### src/rtl/div_iter.sv
// Multi-cycle restoring divider beside ex: one shift-subtract step per clock,
// returns {remainder, quotient} with a start/ready handshake and annul.
//
// state  | meaning
// FREE   | idle, waiting for start_i (annul_i blocks a new request)
// BYZERO | divisor was zero, two-edge wait before reporting a zero result
// ON     | iterating, one quotient bit per edge
// END    | result valid, held until start_i drops
module div_iter #(
    parameter int DATA_W = 32
) (
    input  logic                  clk,
    input  logic                  rst,
    input  logic                  signed_div_i,
    input  logic [DATA_W-1:0]     opdata1_i,
    input  logic [DATA_W-1:0]     opdata2_i,
    input  logic                  start_i,
    input  logic                  annul_i,
    output logic [2*DATA_W-1:0]   result_o,
    output logic                  ready_o
);

    localparam int CNT_W = $clog2(DATA_W + 1);

    localparam logic [1:0] S_FREE   = 2'd0;
    localparam logic [1:0] S_BYZERO = 2'd1;
    localparam logic [1:0] S_ON     = 2'd2;
    localparam logic [1:0] S_END    = 2'd3;

    localparam logic [CNT_W-1:0] CNT_LAST = CNT_W'(DATA_W);
    localparam logic [CNT_W-1:0] CNT_ONE  = CNT_W'(1);

    logic [1:0]            state_q, state_d;
    logic [CNT_W-1:0]      cnt_q, cnt_d;
    logic [DATA_W-1:0]     dvd_q, dvd_d;
    logic [DATA_W-1:0]     dvs_q, dvs_d;
    logic [DATA_W-1:0]     rem_q, rem_d;
    logic [DATA_W-1:0]     quo_q, quo_d;
    logic                  sgn_q, sgn_d;
    logic                  msb1_q, msb1_d;
    logic                  msb2_q, msb2_d;
    logic [2*DATA_W-1:0]   result_q, result_d;
    logic                  ready_q, ready_d;

    logic [DATA_W-1:0]     op1_mag, op2_mag;
    logic [DATA_W:0]       trial, diff;
    logic                  borrow;
    logic [DATA_W-1:0]     quo_fin, rem_fin;

    assign op1_mag = (signed_div_i && opdata1_i[DATA_W-1]) ? (~opdata1_i + DATA_W'(1)) : opdata1_i;
    assign op2_mag = (signed_div_i && opdata2_i[DATA_W-1]) ? (~opdata2_i + DATA_W'(1)) : opdata2_i;

    // Partial remainder never reaches the divisor, so DATA_W+1 bits hold the trial value.
    assign trial  = {rem_q, dvd_q[DATA_W-1]};
    assign diff   = trial - {1'b0, dvs_q};
    assign borrow = diff[DATA_W];

    assign quo_fin = (sgn_q && (msb1_q ^ msb2_q)) ? (~quo_q + DATA_W'(1)) : quo_q;
    assign rem_fin = (sgn_q && msb1_q) ? (~rem_q + DATA_W'(1)) : rem_q;

    always_comb begin
        state_d  = state_q;
        cnt_d    = cnt_q;
        dvd_d    = dvd_q;
        dvs_d    = dvs_q;
        rem_d    = rem_q;
        quo_d    = quo_q;
        sgn_d    = sgn_q;
        msb1_d   = msb1_q;
        msb2_d   = msb2_q;
        result_d = result_q;
        ready_d  = ready_q;

        case (state_q)
            S_FREE: begin
                result_d = '0;
                ready_d  = 1'b0;
                if (start_i && !annul_i) begin
                    cnt_d = '0;
                    if (opdata2_i == '0) begin
                        state_d = S_BYZERO;
                    end else begin
                        state_d = S_ON;
                        dvd_d   = op1_mag;
                        dvs_d   = op2_mag;
                        rem_d   = '0;
                        quo_d   = '0;
                        sgn_d   = signed_div_i;
                        msb1_d  = opdata1_i[DATA_W-1];
                        msb2_d  = opdata2_i[DATA_W-1];
                    end
                end
            end

            S_BYZERO: begin
                cnt_d = cnt_q + CNT_ONE;
                if (cnt_q == CNT_ONE) begin
                    state_d  = S_END;
                    result_d = '0;
                    ready_d  = 1'b1;
                end
            end

            S_ON: begin
                if (annul_i) begin
                    state_d  = S_FREE;
                    result_d = '0;
                    ready_d  = 1'b0;
                end else if (cnt_q == CNT_LAST) begin
                    state_d  = S_END;
                    result_d = {rem_fin, quo_fin};
                    ready_d  = 1'b1;
                end else begin
                    rem_d = borrow ? trial[DATA_W-1:0] : diff[DATA_W-1:0];
                    quo_d = {quo_q[DATA_W-2:0], ~borrow};
                    dvd_d = {dvd_q[DATA_W-2:0], 1'b0};
                    cnt_d = cnt_q + CNT_ONE;
                end
            end

            S_END: begin
                if (!start_i) begin
                    state_d  = S_FREE;
                    result_d = '0;
                    ready_d  = 1'b0;
                end
            end

            default: begin
                state_d  = S_FREE;
                result_d = '0;
                ready_d  = 1'b0;
            end
        endcase
    end

    always_ff @(posedge clk or negedge rst) begin
        if (!rst) begin
            state_q  <= S_FREE;
            cnt_q    <= '0;
            dvd_q    <= '0;
            dvs_q    <= '0;
            rem_q    <= '0;
            quo_q    <= '0;
            sgn_q    <= 1'b0;
            msb1_q   <= 1'b0;
            msb2_q   <= 1'b0;
            result_q <= '0;
            ready_q  <= 1'b0;
        end else begin
            state_q  <= state_d;
            cnt_q    <= cnt_d;
            dvd_q    <= dvd_d;
            dvs_q    <= dvs_d;
            rem_q    <= rem_d;
            quo_q    <= quo_d;
            sgn_q    <= sgn_d;
            msb1_q   <= msb1_d;
            msb2_q   <= msb2_d;
            result_q <= result_d;
            ready_q  <= ready_d;
        end
    end

    assign result_o = result_q;
    assign ready_o  = ready_q;

endmodule

### config.mk
export PLATFORM = sky130hd
export DESIGN_NAME = div_iter
export DESIGN_NICKNAME = d
export VERILOG_FILES = /design/src/rtl/div_iter.sv
export SDC_FILE = /design/constraint.sdc
export NUM_CORES = 1
export LEC_CHECK = 0
export CORE_ASPECT_RATIO = 1.5
export CORE_MARGIN = 4
export CORE_UTILIZATION = 50
export CTS_CLUSTER_DIAMETER = 80
export DETAILED_ROUTE_END_ITERATION = 6
export HOLD_SLACK_MARGIN = 0.08
export PLACE_DENSITY = 0.75
export SYNTH_ARGS = -nofsm -noshare
export SYNTH_HDL_FRONTEND = slang
export SYNTH_SLANG_ARGS = --single-unit
export TNS_END_PERCENT = 50
### constraint.sdc
create_clock -name clk -period 3.2 [get_ports clk]
set_input_delay 0.48 -clock clk [delete_from_list [all_inputs] [get_ports clk]]
set_output_delay 0.48 -clock clk [all_outputs]
set_load 0.02 [all_outputs]
# == Word level (Yosys, flattened, before mapping) ==
# Index checks and enable logic that the tools add are counted.
# classes
add_sub_neg,6
n_eq_ne,12
n_mux,39
bitwise,7
n_reduce_logical,15
# op_table
operator,n
$mux 32,15
$mux 64,4
$pmux 64 s4,1
$pmux 32 s2,3
$add 32x1->32 const B,4
$not 32->32,4
$sub 33x32->33,1
$logic_not 32->1,1
$mux 6,3
$pmux 6 s3,1
$mux 2,6
$ne 2x2->1 const B,6
$pmux 2 s4,1
$reduce_and 4->1,2
$add 6x1->6 const B,1
$eq 6x1->1 const B,1
$eq 6x6->1 const B,1
$reduce_and 3->1,2
$logic_and 1x1->1,5
$reduce_and 5->1,1
$eq 2x2->1 const B,2
$mux 1,4
$pmux 1 s4,1
$ne 3x3->1 const B,1
7 further kinds,8
# totals
register_bits,204
in_bits,69
out_inout_bits,65
elab_cells,90

# == Longest topological paths before layout ==
# logic_depth
word_depth,6
mapped_depth,13
mapped_depth_nobuf,12

# == Least setup slack after synthesis ==
# No wires, ideal clock.
# synth_path
kind,register to register
from,reg dvd_q[31]
to,reg rem_q[15]
setup_time_ns,0.116
arrival_ns,3.047
t_required_ns,3.084
slack_ns,0.038
stages_incl_launch_ff,14
n_path_buf,1
period_less_slack_ns,3.162
path_cell_list,dfrtp_1 -> inv_1 -> ha_1 -> fa_1 -> nand2b_1 -> a21oi_1 -> o21ai_0 -> o21ai_0 -> a21oi_1 -> a41oi_1 -> mux2i_1 -> nand2_1 -> clkbuf_1 -> o311ai_0
# synth_between
elab_chain_cells,5
# synth_lines
item,line,text
from (decl),35,"logic [DATA_W-1:0] dvd_q, dvd_d;"
from (signal assigned),153,dvd_q <= dvd_d;
$sub 33x32->33,55,"assign diff = trial - {1'b0, dvs_q};"
$mux 32,114,rem_d = borrow ? trial[DATA_W-1:0] : diff[DATA_W-1:0];
$mux 32,109,end else if (cnt_q == CNT_LAST) begin
$mux 32,105,if (annul_i) begin
$pmux 32 s2,74,case (state_q)
to (signal assigned),155,rem_q <= rem_d;
to (decl),37,"logic [DATA_W-1:0] rem_q, rem_d;"
# No other way between the ends. The select of a mux whose other input is x is not followed.
# A chain may end at the register's enable or synchronous reset.

# == Final worst setup path ==
# layout_path
from,reg rem_q[4]
to,reg result_q[60] (netlist: result_o[60])
# layout_between
elab_chain_cells,6
# layout_lines
item,line,text
$not 32->32,59,assign rem_fin = (sgn_q && msb1_q) ? (~rem_q + DATA_W'(1)) : rem_q;
$add 32x1->32,59,
$mux 32,59,
$mux 64,109,
$mux 64,105,
$pmux 64 s4,74,
to (signal assigned),160,result_q <= result_d;
to (decl),42,"logic [2*DATA_W-1:0] result_q, result_d;"
# No other way between the ends. The select of a mux whose other input is x is not followed.

==> impl_summary.log <==
INFO  metric run_status = completed
INFO  metric internal_power = 0.00631 W
INFO  metric syn2layout_area_growth = 25.3%
INFO  metric synth.yosys.seq_area_share = 0.406
INFO  metric power_frac_clock = 0.253
INFO  metric power.share.sequential = 0.320
INFO  metric most_common_cell_after_layout_fill_and_taps_aside = sky130_fd_sc_hd__nand2_1
INFO  metric share_of_cells_above_drive_strength_1 = 0.106
INFO  metric global_routing_usage_summed_across_all_routing_layers = 0.224
INFO  metric wl_per_cell = 15.6 µm
INFO  metric power.density = 652 nW/µm²
INFO  metric power.total = 0.0103 W
INFO  metric post_synth_xor_area_fraction = 0.0996
INFO  metric placement.cell_area = 15000 µm²
INFO  metric drtAntennaViolNets = 0
INFO  metric die_height = 202 µm
INFO  metric portBuffers = 133
INFO  metric synth_simple_gate_area_frac = 0.164
INFO  metric multiplexer_area_fraction_after_synthesis = 0.00835
INFO  metric power.net_switching = 0.00397 W
INFO  metric final_hold_violation_count = 0
INFO  metric std_cell_rows = 70
INFO  metric whs_path_depth = 2
INFO  metric remaining_drc_errors = 0
INFO  metric switching_share = 0.386
INFO  metric timing.hold.worst.class = flop to flop
INFO  metric via_per_inst = 5.65
INFO  metric postLayoutSetupSlackWorst = 0.0556 ns
INFO  metric peak_vdd_ir = 0.000464 V
INFO  metric place_ws = -0.311 ns
INFO  metric max_slew.worst_pin.slew = 0.770 ns
INFO  metric timing.fmax = 318 MHz
INFO  metric cts_root_buffer = sky130_fd_sc_hd__clkbuf_16
INFO  metric synth-edff-count = 0
INFO  metric place_hpwl = 23700 µm
INFO  metric antenna_found_initial = 0
INFO  metric synth.cell_area = 12600 µm²
INFO  metric setup-tns-final = 0 ns
INFO  metric clockBufferDepth = 3
INFO  metric fin_area = 15800 µm²
INFO  metric final-setup-viol-count = 0
INFO  metric floorplan.core_area = 24600 µm²
INFO  metric tritoncts = done
INFO  metric synthArstFlopShare = 1.00
INFO  metric crit_required = 3.59 ns
INFO  metric initial_utilization = 0.511
INFO  metric crit_type = flop to flop
INFO  metric syn_avg_cell_area = 8.51 µm²
INFO  metric fp.dieArea = 27800 µm²
INFO  metric initialDrtViolationCount = 448
INFO  metric boundaryPins = 134
INFO  metric clk_pin_slew_worst_paths = 0.06 ns
INFO  metric cp_max_fo = 7
INFO  metric postSynth.topFlopCell = sky130_fd_sc_hd__dfrtp_1
INFO  metric cts-htree-levels = 1
INFO  metric slew_violations = 0
INFO  metric synth_cell_types = 64
INFO  metric period_needed = 3.14 ns
INFO  metric globalplace.congestion = 0.864
INFO  metric number_of_cts_inserted_buffers = 21
INFO  metric yosysWarnings = 0
INFO  metric grt_max_degree = 92
INFO  metric nFillCells = 2083
INFO  metric via_count = 11300
INFO  metric grt_remaining_overflow = 0
INFO  metric syn-num-nets = 1591
INFO  metric p_comb_frac = 0.427
INFO  metric num_antenna_cells = 0
INFO  metric wire_length_of_the_first_global_routing_pass = 51900 µm
INFO  metric clk_latency = 0.52 ns
INFO  metric fin_crit_sh = 0.983
INFO  metric synth_adder_area_share = 0.0444
INFO  metric synth_compound_gate_area_share = 0.232
INFO  metric critical_path_arrival = 3.53 ns
INFO  metric maxCapViolCount = 0
INFO  metric reported_leakage_power = 7.00 nW
INFO  metric nets = 1771
INFO  metric worst_slew_slack_as_a_fraction_of_its_limit = 0.482
INFO  metric cp-start-kind = flop
INFO  metric rsz0062_at_grt = yes
INFO  metric syn-instance-count = 1478
INFO  metric skew = 0.0244 ns
INFO  metric first_global_vias = 10900
INFO  metric die_width = 138 µm
INFO  metric routed_wl = 31200 µm
INFO  metric main_combinational_cell_family_by_area_after_synthesis = compound AO/OA/AOI/OAI gates
INFO  metric drt_pre_antenna_iters = 5
INFO  metric timing.critical_path.to_type = flop
INFO  metric numClockSinks = 204
INFO  metric worst-r2r-cell-count = 10
INFO  metric most-common-layout-cells = sky130_fd_sc_hd__nand2_1, sky130_fd_sc_hd__dfrtp_1, sky130_fd_sc_hd__o21ai_0, sky130_fd_sc_hd__clkdlybuf4s50_1, sky130_fd_sc_hd__a21oi_1
INFO  metric yosys_register_bits = 204
-- layer usage --
layer | share of wire | track usage | up-vias
met2 | 0.51 | 0.401 | 246
met3 | 0.044 | 0.0266 | 56
li1 | - | - | 5606
met5 | 0 | 0 | -
met4 | 0.026 | 0.0749 | 0
met1 | 0.41 | 0.275 | 5366
-- area by class of cell --
| cell class | instances | area, µm² | area share |
|---|---|---|---|
| Multi-Input combinational cell | 1128 | 6970 | 0.442 |
| Inverter | 58 | 218 | 0.0138 |
| Sequential cell | 204 | 5100 | 0.324 |
| Clock buffer | 26 | 584 | 0.0371 |
| Clock inverter | 12 | 151 | 0.00960 |
| Timing Repair Buffer | 245 | 2330 | 0.148 |
| Tap cell | 324 | 405 | 0.0257 |
-- cells in the mapped netlist, types with 17 or more instances --
| library cell | n | area, µm² |
|---|---|---|
| sky130_fd_sc_hd__ha_1 | 43 | 538 |
| sky130_fd_sc_hd__o211ai_1 | 35 | 263 |
| sky130_fd_sc_hd__xor2_1 | 68 | 596 |
| sky130_fd_sc_hd__clkbuf_1 | 72 | 270 |
| sky130_fd_sc_hd__nor3_1 | 28 | 140 |
| sky130_fd_sc_hd__nand3_1 | 18 | 90.1 |
| sky130_fd_sc_hd__a21o_1 | 17 | 128 |
| sky130_fd_sc_hd__o21ai_0 | 166 | 831 |
| sky130_fd_sc_hd__o311ai_0 | 27 | 236 |
| sky130_fd_sc_hd__nand2_1 | 218 | 818 |
| sky130_fd_sc_hd__dfrtp_1 | 204 | 5100 |
| sky130_fd_sc_hd__xnor2_1 | 75 | 657 |
| sky130_fd_sc_hd__a21oi_1 | 128 | 641 |
| sky130_fd_sc_hd__nor4_1 | 19 | 119 |
| sky130_fd_sc_hd__o31ai_1 | 19 | 143 |
| sky130_fd_sc_hd__inv_1 | 57 | 214 |
| sky130_fd_sc_hd__nor2_1 | 100 | 375 |
| sky130_fd_sc_hd__a22o_1 | 34 | 298 |
-- cells by family after synthesis --
group | after synthesis
mux | 10
simple gates | 458
fa+ha+maj | 44
compound gates | 473
buf+inv | 146
xor+xnor | 143
flops | 204
-- per-stage QoR --
stage          cells   util  hold slack [ns]
6_report        1997  0.640            0.475
5_1_grt         1997  0.640            0.495
2_1_floorplan   1478      -            0.184
3_5_place_dp    1955  0.608            0.470
4_1_cts         1994  0.638            0.484
3_3_place_gp    1955  0.608            0.459
-- worst max-delay path, stage by stage (launching register included) --
cell                      delay (ns)
sky130_fd_sc_hd__dfrtp_1        0.38
sky130_fd_sc_hd__buf_4          0.16
sky130_fd_sc_hd__or4_4          0.50
sky130_fd_sc_hd__nor3_4         0.14
sky130_fd_sc_hd__or3b_4         0.41
sky130_fd_sc_hd__or3_4          0.35
sky130_fd_sc_hd__or3_4          0.35
sky130_fd_sc_hd__nor3_4         0.30
sky130_fd_sc_hd__a41oi_1        0.18
sky130_fd_sc_hd__xnor2_1        0.19
sky130_fd_sc_hd__o21ai_1        0.07
-- worst paths after layout --
check / startpoint / end / slack (ns)
worst max-delay path: rem_q[4] / result_o[60] / 0.06
worst min-delay path: result_o[23] / result_o[23] / 0.47
worst max register to register: rem_q[4] / result_o[60] / 0.06
worst min register to register: result_o[23] / result_o[23] / 0.47
max in group asynchronous: rst / dvs_q[25] / 1.78
min in group asynchronous: rst / result_o[8] / 0.60
-- state kept, by name, summed over array words and instances (netlist names), 2 cells and up --
| signal | flops |
|---|---|
| dvs_q | 32 |
| rem_q | 32 |
| quo_q | 32 |
| result_o | 64 |
| cnt_q | 6 |
| state_q | 2 |
| dvd_q | 32 |
-- what timing repair did --
item                       CTS  global route
setup endpoints to repair   32            37
hold buffers                 1             0
buffers inserted             0             3
pin swaps                    1             7
resized for setup            7            18
hold endpoints to repair    54             0
-- power groups by stage --
| stage | logic (W) | registers, W | clock network, W |
|---|---|---|---|
| floorplan | 0.00276 | 0.00331 | 0 |
| global placement | 0.00423 | 0.00332 | 0 |
| detailed placement | 0.00432 | 0.00334 | 0 |
| CTS | 0.00436 | 0.00330 | 0.00266 |
| global route | 0.00488 | 0.00334 | 0.00276 |
| finish | 0.00439 | 0.00329 | 0.00260 |
Power figures use the tool's default switching activity.
==> edit 1: new RTL, same settings <==
Reset style: synchronous (`rst`), changed in one clocked block.
--- a/src/rtl/div_iter.sv
+++ b/src/rtl/div_iter.sv
@@ -134,7 +134,7 @@
         endcase
     end
 
-    always_ff @(posedge clk or negedge rst) begin
+    always_ff @(posedge clk) begin
         if (!rst) begin
             state_q  <= S_FREE;
             cnt_q    <= '0;
Behaviour: differs if rst is asserted again (counterexample within 4 cycles, from zero or initial values and one cycle with rst low); with rst held inactive, the same outputs for 4 cycles.
==> edit 1 against the unedited design <==
Final area decreased by 0.92%; synthesized cell count increased by 8.3%; routed wire length increased by 9.8%; critical path depth is 4 higher; sequential cell count is the same; global-route usage rose by 2.1 points; synthesized area shrank 2.8%; power fell by 12%; worst setup slack improved by 0.021 ns; core utilization grew 1.3 points; clock skew down 0.014 ns; final cell count grew 6.2%; largest power group unchanged.
==> edit 1: results (changes against the unedited design) <==
----------------------------------------------------
[Status]
  Run status ... finished, final reports clean (unchanged)

[Layout]
  P&R area growth vs syn ... 27.8% (was 25.3%)
  Filler cells ... 2,061 (was 2,083)
  Share of layout cells above drive strength 1 ... 0.109 (was 0.106)
  Net count of the finished layout ... 1,901 (was 1,771)

[Place]
  Instance count after placement with tap cells included ... 2,077 (was 1,955)
  DPL Wire Length ... 25,800 um (was 23,700 um)
  Placed standard-cell area ... 0.0147 mm^2 (was 0.0150 mm^2)
  Worst setup slack before clock tree synthesis ... -0.258 ns (was -0.311 ns)
  RD Place Congestion ... 0.911 (was 0.864)

[Route]
  Via/cell ratio ... 5.71 (was 5.65)
  First-pass detailed-route iteration total ... 6 (was 5)
  Drt initial violations ... 665 (was 448)
  Routed len/inst ... 16.1 um (was 15.6 um)
  Final wirelength ... 34,200 um (was 31,200 um)

[Clock tree]
  Number of clock buffers inserted by TritonCTS ... 21 (unchanged)
  Clock H-tree levels ... 1 (unchanged)
  Buffer depth of the longest clock path ... 3 (unchanged)
  Worst skew pair latency ... 0.51 ns

[Yosys]
  Number of distinct library cells after synthesis ... 70 (was 64)
  Syn Nets ... 1,713 (was 1,591)
  Count of warnings emitted by yosys ... 0 (unchanged)
  Gate Count Post-Synth ... 1,600 (was 1,478)
  Ranking of synthesized cells by area ... sky130_fd_sc_hd__dfxtp_1, sky130_fd_sc_hd__nand2_1, sky130_fd_sc_hd__xnor2_1 (was sky130_fd_sc_hd__dfrtp_1, sky130_fd_sc_hd__o21ai_0, sky130_fd_sc_hd__nand2_1)
  Ys async rst share ... 0 (was 1.00)
  Ranking of synthesized cells by instance count ... sky130_fd_sc_hd__nand2_1, sky130_fd_sc_hd__dfxtp_1, sky130_fd_sc_hd__nor2_1, sky130_fd_sc_hd__a21oi_1, sky130_fd_sc_hd__clkbuf_1 (was sky130_fd_sc_hd__nand2_1, sky130_fd_sc_hd__dfrtp_1, sky130_fd_sc_hd__o21ai_0, sky130_fd_sc_hd__a21oi_1, sky130_fd_sc_hd__nor2_1)
  Fraction of the yosys area taken by sequential cells ... 0.334 (was 0.406)
  Most used flip-flop cell after synthesis ... sky130_fd_sc_hd__dfxtp_1 (was sky130_fd_sc_hd__dfrtp_1)

[Power]
  Worst voltage drop across the vdd grid ... 0.471 mV (was 0.464 mV)
  Reported leakage power ... 6.25 nW (was 7.00 nW)

[Critical path]
  Arrival time at the worst endpoint ... 3.51 ns (was 3.53 ns)
  Slowest cell on the critical path ... sky130_fd_sc_hd__or3_4 (was sky130_fd_sc_hd__or4_4)
  Crit path largest cell delay ... 0.38 ns (was 0.50 ns)

[Global route]
  First-pass GRT wire length ... 56,000 um (was 51,900 um)
  Global-route usage over all layers ... 0.245 (was 0.224)
  Gr ovfl total ... 0 (unchanged)
  Vias in the first global route ... 11,754 (was 10,851)
  Largest net degree at the start of global routing ... 74 (was 92)

[STA]
  Setup clock skew after layout ... 0.00997 ns (was 0.0244 ns)
  Slew at the pin with the worst max-slew slack ... 0.999 ns (was 0.770 ns)

----------------------------------------------------
## edit 1: what timing repair did
action | 4_1_cts | 5_1_grt
setup endpoints to repair | 24 | 31
gates resized for setup | 8 | 6
gates cloned | 1 | 1
buffers inserted | 0 | 5
pin swaps | 7 | 21
## edit 1: final timing paths
| path | from | to | cells after the start | slack (ns) |
|---|---|---|---|---|
| worst max-delay path | dvd_q[31]$_SDFFE_PN0P_ | rem_q[21]$_SDFFE_PN0P_ | 14 | 0.08 |
| worst min-delay path | dvs_q[25]$_SDFFE_PN0P_ | dvs_q[25]$_SDFFE_PN0P_ | 2 | 0.45 |
| worst max register to register | dvd_q[31]$_SDFFE_PN0P_ | rem_q[21]$_SDFFE_PN0P_ | 14 | 0.08 |
| worst min register to register | dvs_q[25]$_SDFFE_PN0P_ | dvs_q[25]$_SDFFE_PN0P_ | 2 | 0.45 |
## edit 1: cells by family after synthesis
family | share of synthesized area
xor+xnor | 0.106
buf+inv | 0.0507
fa+ha+maj | 0.0457
mux | 0.000819
flops | 0.334
simple gates | 0.210
compound gates | 0.253
## edit 1: cell type report
class,count,share of cell area
Multi-Input combinational cell,1235,0.487
Clock inverter,9,0.00993
Clock buffer,28,0.0385
Sequential cell,204,0.262
Inverter,59,0.0143
Timing Repair Buffer,267,0.163
Tap cell,319,0.0256
## edit 1: power by group
group | total (W) | internal, W | switching (W)
logic | 0.00344 | 0.00140 | 0.00204
clock network | 0.00269 | 0.00165 | 0.00104
registers | 0.00291 | 0.00278 | 0.000136
total | 0.00904 | 0.00582 | 0.00322
## edit 1: routing by layer
layer / track usage / vias to the layer above / routed length, um
met3: 0.0297 / 48 / 1680
met4: 0.0635 / 0 / 631
met1: 0.296 / 5753 / 14300
li1: - / 6025 / -
met2: 0.458 / 289 / 17600
met5: 0 / - / 0
==> edit 2: new RTL, config.mk and constraints unchanged <==
Without the edit above. Set the parameter `DATA_W` to 64 (it was 32).
--- a/src/rtl/div_iter.sv
+++ b/src/rtl/div_iter.sv
@@ -7,7 +7,7 @@
 // ON     | iterating, one quotient bit per edge
 // END    | result valid, held until start_i drops
 module div_iter #(
-    parameter int DATA_W = 32
+    parameter int DATA_W = 64
 ) (
     input  logic                  clk,
     input  logic                  rst,
Interface: changed (resized opdata1_i, opdata2_i and result_o); port bits go from 134 to 262. No check against the original RTL was run, so the function may have changed too.
==> edit 2 against the unedited design <==
Sequential power increased by 110%; final area up 120%; die area increased by 97%; synthesized area is 100% higher; routed wire length grew to 2.6 times the old value; final cell count is 120% higher; global-route usage up 6.1 points; power rose to 2.8 times the old value; worst setup slack got worse by 0.041 ns; sequential cell count is 193 higher; maximum frequency down 1.3%; largest power group unchanged; highest routed layer unchanged.
==> edit 2: results (changes against the unedited design) <==
----------------------------------------------------
[Yosys]
  Syn Nets ... 3,323 (was 1,591)
  Fraction of the yosys area taken by sequential cells ... 0.390 (was 0.406)
  Adder-Cell Fraction of Synth Area ... 0.0376 (was 0.0444)
  Synthesized-area fraction occupied by ao, oa, aoi and oai cells ... 0.211 (was 0.232)

[Power]
  Switching Share ... 0.441 (was 0.386)
  Sequential group share of total power ... 0.238 (was 0.320)
  Reported leakage power ... 15.0 nW (was 7.00 nW)
  Combinational cell power ... 0.0168 W (was 0.00439 W)
  Switching power ... 0.0125 W (was 0.00397 W)

[Clock tree]
  Number of clock buffers inserted by TritonCTS ... 39 (was 21)
  Buffers inserted during post-CTS setup optimization ... 4 (was 0)
  Count of instances resized after the clock tree is built ... 36 (was 7)

[Global route]
  Global-route usage over all layers ... 0.285 (was 0.224)
  First-pass GRT wire length ... 128,000 um (was 51,900 um)

[Route]
  Routed len/inst ... 18.1 um (was 15.6 um)
  Final wirelength ... 80,000 um (was 31,200 um)
  Via count of the routed design ... 25,086 (was 11,274)

[Layout]
  Max reg flops ... 128 (was 64)
  Net count of the finished layout ... 3,940 (was 1,771)
  Share of layout cells above drive strength 1 ... 0.179 (was 0.106)
  Area of combinational cells with multiple inputs ... 0.0148 mm^2 (was 0.00697 mm^2)

[Critical path]
  Kind of cell adding the most delay to the critical path ... compound AO/OA/AOI/OAI gates (was simple AND/OR/NAND/NOR gates)
  Slowest cell on the critical path ... sky130_fd_sc_hd__dfrtp_1 (was sky130_fd_sc_hd__or4_4)
  Maximum fanout count along the critical path ... 5 (was 7)
  Arrival time at the worst endpoint ... 3.63 ns (was 3.53 ns)
  Crit path largest cell delay ... 0.36 ns (was 0.50 ns)

[Place]
  RD Place Congestion ... 0.968 (was 0.864)
  Instance count after placement with tap cells included ... 4,347 (was 1,955)
  Count of port buffers added during placement ... 261 (was 133)
  DPL Wire Length ... 61,900 um (was 23,700 um)
  Placed standard-cell area ... 0.0319 mm^2 (was 0.0150 mm^2)
  Worst setup slack before clock tree synthesis ... -0.496 ns (was -0.311 ns)

[Status]
  Run status ... finished, final reports clean (unchanged)

----------------------------------------------------
==> edit 2: changes by cell type in the layout (fill, tap and decap cells not counted), sizes merged, moves of 43 or more <==
cell,before,now
o21ai,167,437
dfrtp,204,397
a21oi,128,235
xnor2,75,129
nor2,100,222
buf,111,488
clkdlybuf4s50,132,260
xor2,68,169
inv,59,102
nand2,218,574
o31ai,19,97
==> edit 2: final timing paths <==
path	slack (ns)	endpoint	cells after the start	from
worst max-delay path	0.01	rem_q[62]$_DFFE_PN0P_	14	dvd_q[63]$_DFFE_PN0P_
worst min-delay path	0.48	result_o[65]$_DFFE_PN0P_	2	result_o[65]$_DFFE_PN0P_
worst max register to register	0.01	rem_q[62]$_DFFE_PN0P_	14	dvd_q[63]$_DFFE_PN0P_
worst min register to register	0.48	result_o[65]$_DFFE_PN0P_	2	result_o[65]$_DFFE_PN0P_
max in group asynchronous	1.76	dvd_q[29]$_DFFE_PN0P_	3	rst
min in group asynchronous	0.52	result_o[125]$_DFFE_PN0P_	2	rst
==> edit 2: final cells by class <==
| type | count | share of cell area |
|---|---|---|
| multi-input cells | 2441 | 0.436 |
| flip-flops and latches | 397 | 0.293 |
| repair buffers | 751 | 0.195 |
| clock buffers | 53 | 0.0330 |
| well taps | 669 | 0.0247 |
| inverters | 101 | 0.0112 |
| clock inverters | 16 | 0.00598 |
| diodes | 2 | 0.000148 |
==> edit 2: per-layer routing <==
metal | global-route usage | vias up | share of wire
li1 | - | 12099 | -
met1 | 0.365 | 11979 | 0.41
met4 | 0.0942 | 0 | 0.036
met2 | 0.503 | 836 | 0.50
met3 | 0.0252 | 172 | 0.054
met5 | 0 | - | 0
